==> src/rtl/ps2_key_decoder_pkg.sv <==
// Shared scan-code constants, FSM state type and helpers
// for the PS/2 set-2 key decoder.
package ps2_key_decoder_pkg;

   localparam logic [7:0] PFX_EXT   = 8'hE0;
   localparam logic [7:0] PFX_BRK   = 8'hF0;
   localparam logic [7:0] SC_LSHIFT = 8'h12;
   localparam logic [7:0] SC_RSHIFT = 8'h59;
   localparam logic [7:0] SC_CTRL   = 8'h14;
   localparam logic [7:0] SC_CAPS   = 8'h58;
   localparam logic [7:0] SC_BAT    = 8'hAA;
   localparam logic [7:0] SC_ACK    = 8'hFA;
   localparam logic [7:0] SC_RESEND = 8'hFE;
   localparam logic [7:0] SC_ECHO   = 8'hEE;

   typedef enum logic [1:0] {
      IDLE,
      ACK,
      HOLD,
      PROC
   } state_t;

   function automatic logic is_ignore(logic [7:0] b);
      return (b == SC_BAT) || (b == SC_ACK) ||
             (b == SC_RESEND) || (b == SC_ECHO);
   endfunction

endpackage

==> src/rtl/ps2_key_decoder_if.sv <==
// Receiver FIFO handshake: master = PS/2 receiver, slave = decoder.
// ready/data from the FIFO, nextdata_n active-low pop back to it.
interface ps2_key_decoder_if;
   logic       ready;
   logic [7:0] data;
   logic       nextdata_n;

   modport master (
      output ready,
      output data,
      input  nextdata_n
   );

   modport slave (
      input  ready,
      input  data,
      output nextdata_n
   );
endinterface

==> src/rtl/ps2_scan_ascii.sv <==
// Combinational set-2 scan code to ASCII lookup.
// Ports: code, ext, upper (shift^caps) in; ascii out (0 if none).
module ps2_scan_ascii
   import ps2_key_decoder_pkg::*;
(
   input  logic [7:0] code,
   input  logic       ext,
   input  logic       upper,
   output logic [7:0] ascii
);

   logic [7:0] lc;

   always_comb begin
      lc    = 8'h00;
      ascii = 8'h00;
      case (code)
         8'h1C: lc = "a";
         8'h32: lc = "b";
         8'h21: lc = "c";
         8'h23: lc = "d";
         8'h24: lc = "e";
         8'h2B: lc = "f";
         8'h34: lc = "g";
         8'h33: lc = "h";
         8'h43: lc = "i";
         8'h3B: lc = "j";
         8'h42: lc = "k";
         8'h4B: lc = "l";
         8'h3A: lc = "m";
         8'h31: lc = "n";
         8'h44: lc = "o";
         8'h4D: lc = "p";
         8'h15: lc = "q";
         8'h2D: lc = "r";
         8'h1B: lc = "s";
         8'h2C: lc = "t";
         8'h3C: lc = "u";
         8'h2A: lc = "v";
         8'h1D: lc = "w";
         8'h22: lc = "x";
         8'h35: lc = "y";
         8'h1A: lc = "z";
         8'h45: ascii = "0";
         8'h16: ascii = "1";
         8'h1E: ascii = "2";
         8'h26: ascii = "3";
         8'h25: ascii = "4";
         8'h2E: ascii = "5";
         8'h36: ascii = "6";
         8'h3D: ascii = "7";
         8'h3E: ascii = "8";
         8'h46: ascii = "9";
         8'h29: ascii = 8'h20;
         8'h5A: ascii = 8'h0D;
         8'h66: ascii = 8'h08;
         default: ascii = 8'h00;
      endcase
      // bit 5 separates lower from upper case letters
      if (lc != 8'h00)
         ascii = upper ? (lc ^ 8'h20) : lc;
      if (ext)
         ascii = 8'h00;
   end

endmodule

==> src/rtl/ps2_key_decoder.sv <==
// PS/2 set-2 byte stream to key events with modifiers and repeat filter.
// Ports: clk, rst_n, rx (FIFO slave), key_* event, shift/ctrl/caps, key_count.
module ps2_key_decoder
   import ps2_key_decoder_pkg::*;
#(
   parameter int CNT_W = 8
) (
   input  logic             clk,
   input  logic             rst_n,
   ps2_key_decoder_if.slave rx,
   output logic             key_valid,
   output logic [7:0]       key_code,
   output logic             key_ext,
   output logic             key_break,
   output logic             key_repeat,
   output logic [7:0]       key_ascii,
   output logic             shift,
   output logic             ctrl,
   output logic             caps,
   output logic [CNT_W-1:0] key_count
);

   state_t     state, state_nxt;
   logic       pop_nxt;
   logic       nextdata_n_r;
   logic [7:0] byte_r;
   logic       ext_f, brk_f;
   logic [7:0] held_r;
   logic       held_ext_r, held_valid;
   logic       lshift, rshift, lctrl, rctrl;

   logic       is_pe, is_pb, is_ign;
   logic       is_ls, is_rs, is_ct, is_mod;
   logic       mk, hit;
   logic [7:0] ascii_w;

   assign rx.nextdata_n = nextdata_n_r;
   assign shift = lshift | rshift;
   assign ctrl  = lctrl | rctrl;

   assign is_pe  = byte_r == PFX_EXT;
   assign is_pb  = byte_r == PFX_BRK;
   assign is_ign = is_ignore(byte_r);
   assign is_ls  = !ext_f && byte_r == SC_LSHIFT;
   assign is_rs  = !ext_f && byte_r == SC_RSHIFT;
   assign is_ct  = byte_r == SC_CTRL;
   assign is_mod = is_ls | is_rs | is_ct;
   assign mk     = !brk_f;
   assign hit    = held_valid && held_r == byte_r &&
                   held_ext_r == ext_f;

   ps2_scan_ascii u_ascii (
      .code  (byte_r),
      .ext   (ext_f),
      .upper (shift ^ caps),
      .ascii (ascii_w)
   );

   always_ff @(posedge clk or negedge rst_n) begin
      if (!rst_n) state <= IDLE;
      else        state <= state_nxt;
   end

   always_comb begin
      state_nxt = state;
      pop_nxt   = 1'b0;
      unique case (state)
         IDLE: begin
            if (rx.ready) begin
               state_nxt = ACK;
               pop_nxt   = 1'b1;
            end
         end
         ACK:     state_nxt = HOLD;
         HOLD:    state_nxt = PROC;
         PROC:    state_nxt = IDLE;
         default: state_nxt = IDLE;
      endcase
   end

   always_ff @(posedge clk or negedge rst_n) begin
      if (!rst_n) begin
         nextdata_n_r <= 1'b1;
         byte_r       <= 8'h00;
         ext_f        <= 1'b0;
         brk_f        <= 1'b0;
         held_r       <= 8'h00;
         held_ext_r   <= 1'b0;
         held_valid   <= 1'b0;
         lshift       <= 1'b0;
         rshift       <= 1'b0;
         lctrl        <= 1'b0;
         rctrl        <= 1'b0;
         caps         <= 1'b0;
         key_count    <= '0;
         key_valid    <= 1'b0;
         key_code     <= 8'h00;
         key_ext      <= 1'b0;
         key_break    <= 1'b0;
         key_repeat   <= 1'b0;
         key_ascii    <= 8'h00;
      end else begin
         nextdata_n_r <= !pop_nxt;
         key_valid    <= 1'b0;
         if (pop_nxt)
            byte_r <= rx.data;
         if (state == PROC) begin
            unique case (1'b1)
               is_pe:  ext_f <= 1'b1;
               is_pb:  brk_f <= 1'b1;
               is_ign: begin
               end
               default: begin
                  key_valid  <= 1'b1;
                  key_code   <= byte_r;
                  key_ext    <= ext_f;
                  key_break  <= brk_f;
                  key_repeat <= mk && !is_mod && hit;
                  key_ascii  <= mk ? ascii_w : 8'h00;
                  ext_f      <= 1'b0;
                  brk_f      <= 1'b0;
                  if (is_ls) lshift <= mk;
                  if (is_rs) rshift <= mk;
                  if (is_ct && ext_f)  rctrl <= mk;
                  if (is_ct && !ext_f) lctrl <= mk;
                  // modifiers bypass the repeat filter
                  if (!is_mod) begin
                     if (mk && !hit) begin
                        held_r     <= byte_r;
                        held_ext_r <= ext_f;
                        held_valid <= 1'b1;
                        key_count  <= key_count + CNT_W'(1);
                        if (!ext_f && byte_r == SC_CAPS)
                           caps <= !caps;
                     end else if (!mk && hit) begin
                        held_valid <= 1'b0;
                     end
                  end
               end
            endcase
         end
      end
   end

endmodule

==> src/flat_wrapper.sv <==
// flat-port wrapper written by rule: the top's interface ports become plain ports
module ps2_key_decoder_flat import ps2_key_decoder_pkg::*;
#(
   parameter int CNT_W = 8
)
  (clk, rst_n, key_valid, key_code, key_ext, key_break, key_repeat, key_ascii, shift, ctrl, caps, key_count, rx_ready, rx_data, rx_nextdata_n);
  ps2_key_decoder_if rx_i ();
  input  logic clk;
  input  logic rst_n;
  output logic key_valid;
  output logic [7:0] key_code;
  output logic key_ext;
  output logic key_break;
  output logic key_repeat;
  output logic [7:0] key_ascii;
  output logic shift;
  output logic ctrl;
  output logic caps;
  output logic [CNT_W-1:0] key_count;
  input wire logic [$bits(rx_i.ready)-1:0] rx_ready;
  input wire logic [$bits(rx_i.data)-1:0] rx_data;
  output wire logic [$bits(rx_i.nextdata_n)-1:0] rx_nextdata_n;
  assign rx_i.ready = rx_ready;
  assign rx_i.data = rx_data;
  assign rx_nextdata_n = rx_i.nextdata_n;
  ps2_key_decoder #(.CNT_W(CNT_W)) u_core (.clk(clk), .rst_n(rst_n), .rx(rx_i), .key_valid(key_valid), .key_code(key_code), .key_ext(key_ext), .key_break(key_break), .key_repeat(key_repeat), .key_ascii(key_ascii), .shift(shift), .ctrl(ctrl), .caps(caps), .key_count(key_count));
endmodule
==> config.mk <==
export PLATFORM = sky130hd
export DESIGN_NAME = ps2_key_decoder_flat
export DESIGN_NICKNAME = d
export VERILOG_FILES = /design/src/rtl/ps2_key_decoder_pkg.sv /design/src/rtl/ps2_key_decoder_if.sv /design/src/rtl/ps2_scan_ascii.sv /design/src/rtl/ps2_key_decoder.sv /design/src/flat_wrapper.sv
export SDC_FILE = /design/constraint.sdc
export NUM_CORES = 1
export LEC_CHECK = 0
export CORE_MARGIN = 2
export CORE_UTILIZATION = 45
export CTS_BUF_LIST = sky130_fd_sc_hd__clkbuf_16
export DETAILED_ROUTE_END_ITERATION = 10
export PLACE_DENSITY = 0.78
export SLEW_MARGIN = 5
export SYNTH_ARGS = -nofsm -noshare
export SYNTH_HDL_FRONTEND = slang
export SYNTH_HIERARCHICAL = 1
export SYNTH_SLANG_ARGS = --single-unit
==> constraint.sdc <==
create_clock -name clk -period 6.81 [get_ports clk]
set_clock_uncertainty 0.1 [all_clocks]
set_input_delay 1.362 -clock clk [delete_from_list [all_inputs] [get_ports clk]]
set_output_delay 1.362 -clock clk [all_outputs]
set_load 0.02 [all_outputs]
==> reports/metrics.csv <==
metric,value,unit
post-CTS resize count,0,
Synth area leader,dfrtp_1,
overall power,1.98,mW
drt pass-1 iters,5,
n_diodes,0,
post-synth cell types,61,
Syn Std Cell Area,0.00345,mm²
CTS Hold Bufs,0,
hold endpoint,u_core/rshift$_DFFE_PN0P_,
Layout area overhead,16.2,%
CP startpoint kind,flop,
post-synthesis async set-or-reset flop share,100,%
#FFs+latches synth,56,
Psw,0.896,mW
sequential fraction of design power,38.4,%
outcome,completed,
1st-iter DRT viols,441,
CTS tree,yes,
post-route ant nets,0,
Final min period,3.31,ns
worst hold path depth,1,
share of layout cells above drive strength 1,8.77,%
Inserted Clock Buffers,5,
Final Hold Fails,0,
Rel. slew slack,26.8,%
Syn. warnings,6,
leakage power,1.71,nW
Post-route DRC,0,
Routed WL,7.89,mm
number of fillers in the final layout,634,
pin count of the biggest net entering global routing,57,
maximum clock rate,302,MHz
Clock power frac,14.7,%
H-tree depth,2,
worst slew pin tran,1.10,ns
Pwr per Cell Area,494,mW/mm²
CTS Root Cell,clkbuf_16,
RSZ-0062 raised after global routing,false,
Pint,1.09,mW
Core ar.,0.00733,mm²
maximum clock insertion buffer count,2,
Comb power frac,46.9,%
"most common cell after layout, fill and taps aside",dfrtp_1,
Syn Area/Cell,9.10,µm²
Worst-path clk slew,0.07,ns
sequential cell area,0.00140,mm²
Synth area leaders,"dfrtp_1, nand2_1, mux2_2, xor2_1, mux2_1",
WL per Instance,15.8,µm
Setup WS pre-CTS,3.53,ns
Worst-Skew Late Latency,0.29,ns
global-route wire length before repair,13.5,mm
"Primary FF master, synth",dfrtp_1,
crit path kind,flop to flop,
"EDFF count, synth",0,
Die W,91.6,µm
Total Nets Final,415,
Hold WC Path Type,flop to flop,
Worst VDD drop,0.270,mV
initial antenna violation count,0,
Final WS setup,3.50,ns
max_cap viols,0,
Total GRT Usage,19.5,%
global placement routability congestion,0.911,
Site Rows,31,
top cell type's share of synthesized area,39.9,%
vias per cell,5.85,
most frequent cells in the layout,"dfrtp_1, nand2_1, clkdlybuf4s50_1, nor2_1, nand3_1",
detailed placer's ending HPWL,5.38,mm
GR Overflow Total,0,
# clock sinks,56,
crit path max fanout,37,
Mapped Cells,379,
via count,2911,
reg2reg end,u_core/rctrl$_DFFE_PN0P_,
worst r2r path cells,7,
post-synthesis sequential area ratio,40.7,%
Worst Setup End Kind,flop,
r2r setup slk,3.50,ns
Mapped Nets,396,
worst r2r src,u_core/byte_r[3]$_DFFE_PN0P_,
sw frac,45.2,%
IO Pins,43,
area of the multi-input gates,0.00183,mm²
CP arrival,3.38,ns
part of the cycle the worst path needs,48.6,%
Post-CTS Setup Bufs,0,
Die ar.,0.00838,mm²
TNS Setup,0,ns
vias in the first global route,2793,
# setup viols final,0,
Initial Utilization,47.1,%
"Req. time, crit path",6.88,ns
hold_sp,u_core/brk_f$_DFFE_PN0P_,
Max Slew Vio Count,0,
buffers added on ports,42,
Die H,91.6,µm
[stage by stage]
step,hold slack (ns),instance area (µm²),std cells,utilization [%]
after floorplan,0.330,3450,379,-
after global placement,0.339,3840,490,52.3
after detailed placement,0.356,3840,490,52.3
after CTS,0.367,4010,498,54.7
after global routing,0.382,4010,498,54.7
final,0.364,4010,498,54.7
[sequential cells by signal, summed over array words and instances, names as in the netlist, 2 cells and up]
signal / cells
u_core/held_r: 8
u_core/byte_r: 8
u_core/key_ascii: 8
u_core/key_code: 8
u_core/key_count: 8
u_core/state: 2
[how the worst max path moves through the flow]
stage,from,end,cells past startpoint
after floorplan,u_core/byte_r[2]$_DFFE_PN0P_,u_core/key_count[1]$_DFFE_PN0P_,9
after global placement,u_core/byte_r[3]$_DFFE_PN0P_,u_core/rctrl$_DFFE_PN0P_,7
after detailed placement,u_core/byte_r[3]$_DFFE_PN0P_,u_core/rctrl$_DFFE_PN0P_,7
after CTS,u_core/byte_r[3]$_DFFE_PN0P_,u_core/rctrl$_DFFE_PN0P_,7
after global routing,u_core/byte_r[3]$_DFFE_PN0P_,u_core/rctrl$_DFFE_PN0P_,7
final,u_core/byte_r[3]$_DFFE_PN0P_,u_core/rctrl$_DFFE_PN0P_,7
[critical path, cell delays in order (launching register included)]
cell and delay (ns):
dfrtp_1 1.07, nand2_1 0.16, or4b_1 0.54, nand3_1 0.30
buf_4 0.33, inv_2 0.19, nand3_1 0.14, mux2_2 0.35
[final cells by class]
type / instances / share of cell area [%]
timing repair buffer: 44 / 10.7
tap: 99 / 3.09
inverter: 14 / 1.31
clock inverter: 3 / 1.19
sequential: 56 / 35.0
multi-input combinational: 277 / 45.6
clock buffer: 5 / 3.12
[power by group through the flow]
stage	Combinational (mW)	Clock (mW)	Sequential, mW
global route	1.02	0.309	0.794
finish	0.929	0.291	0.761
CTS	0.928	0.297	0.755
floorplan	0.732	0	0.661
global placement	0.903	0	0.751
detailed placement	0.925	0	0.761
[synthesized netlist by cell type (all sizes together), types with 6 or more instances]
cell / number
a21oi: 12
a31oi: 6
buf: 20
clkbuf: 12
dfrtp: 55
ha: 6
inv: 14
mux2: 24
nand2: 53
nand2b: 7
nand3: 18
nor2: 21
nor3: 16
nor3b: 6
nor4: 13
o21ai: 13
xor2: 15
[routing by layer]
layer  track usage [%]  vias up  share of wire (%)
met5                 0        -                  0
met4              5.43        0                1.0
met3              3.40       10                6.7
met2              30.4      118                 47
met1              27.7     1406                 45
li1                  -     1377                  -
[logic make-up after synthesis]
| kind of cell | Yosys count | synth area share, % |
|---|---|---|
| simple gates | 168 | 26.1 |
| buf+inv | 46 | 6.35 |
| other cells | 1 | 0.109 |
| fa+ha+maj | 6 | 2.18 |
| compound gates | 57 | 11.4 |
| flops | 56 | 40.7 |
| mux | 25 | 8.12 |
| xor+xnor | 20 | 5.08 |
Note: power is estimated with default switching activity, not from simulation.
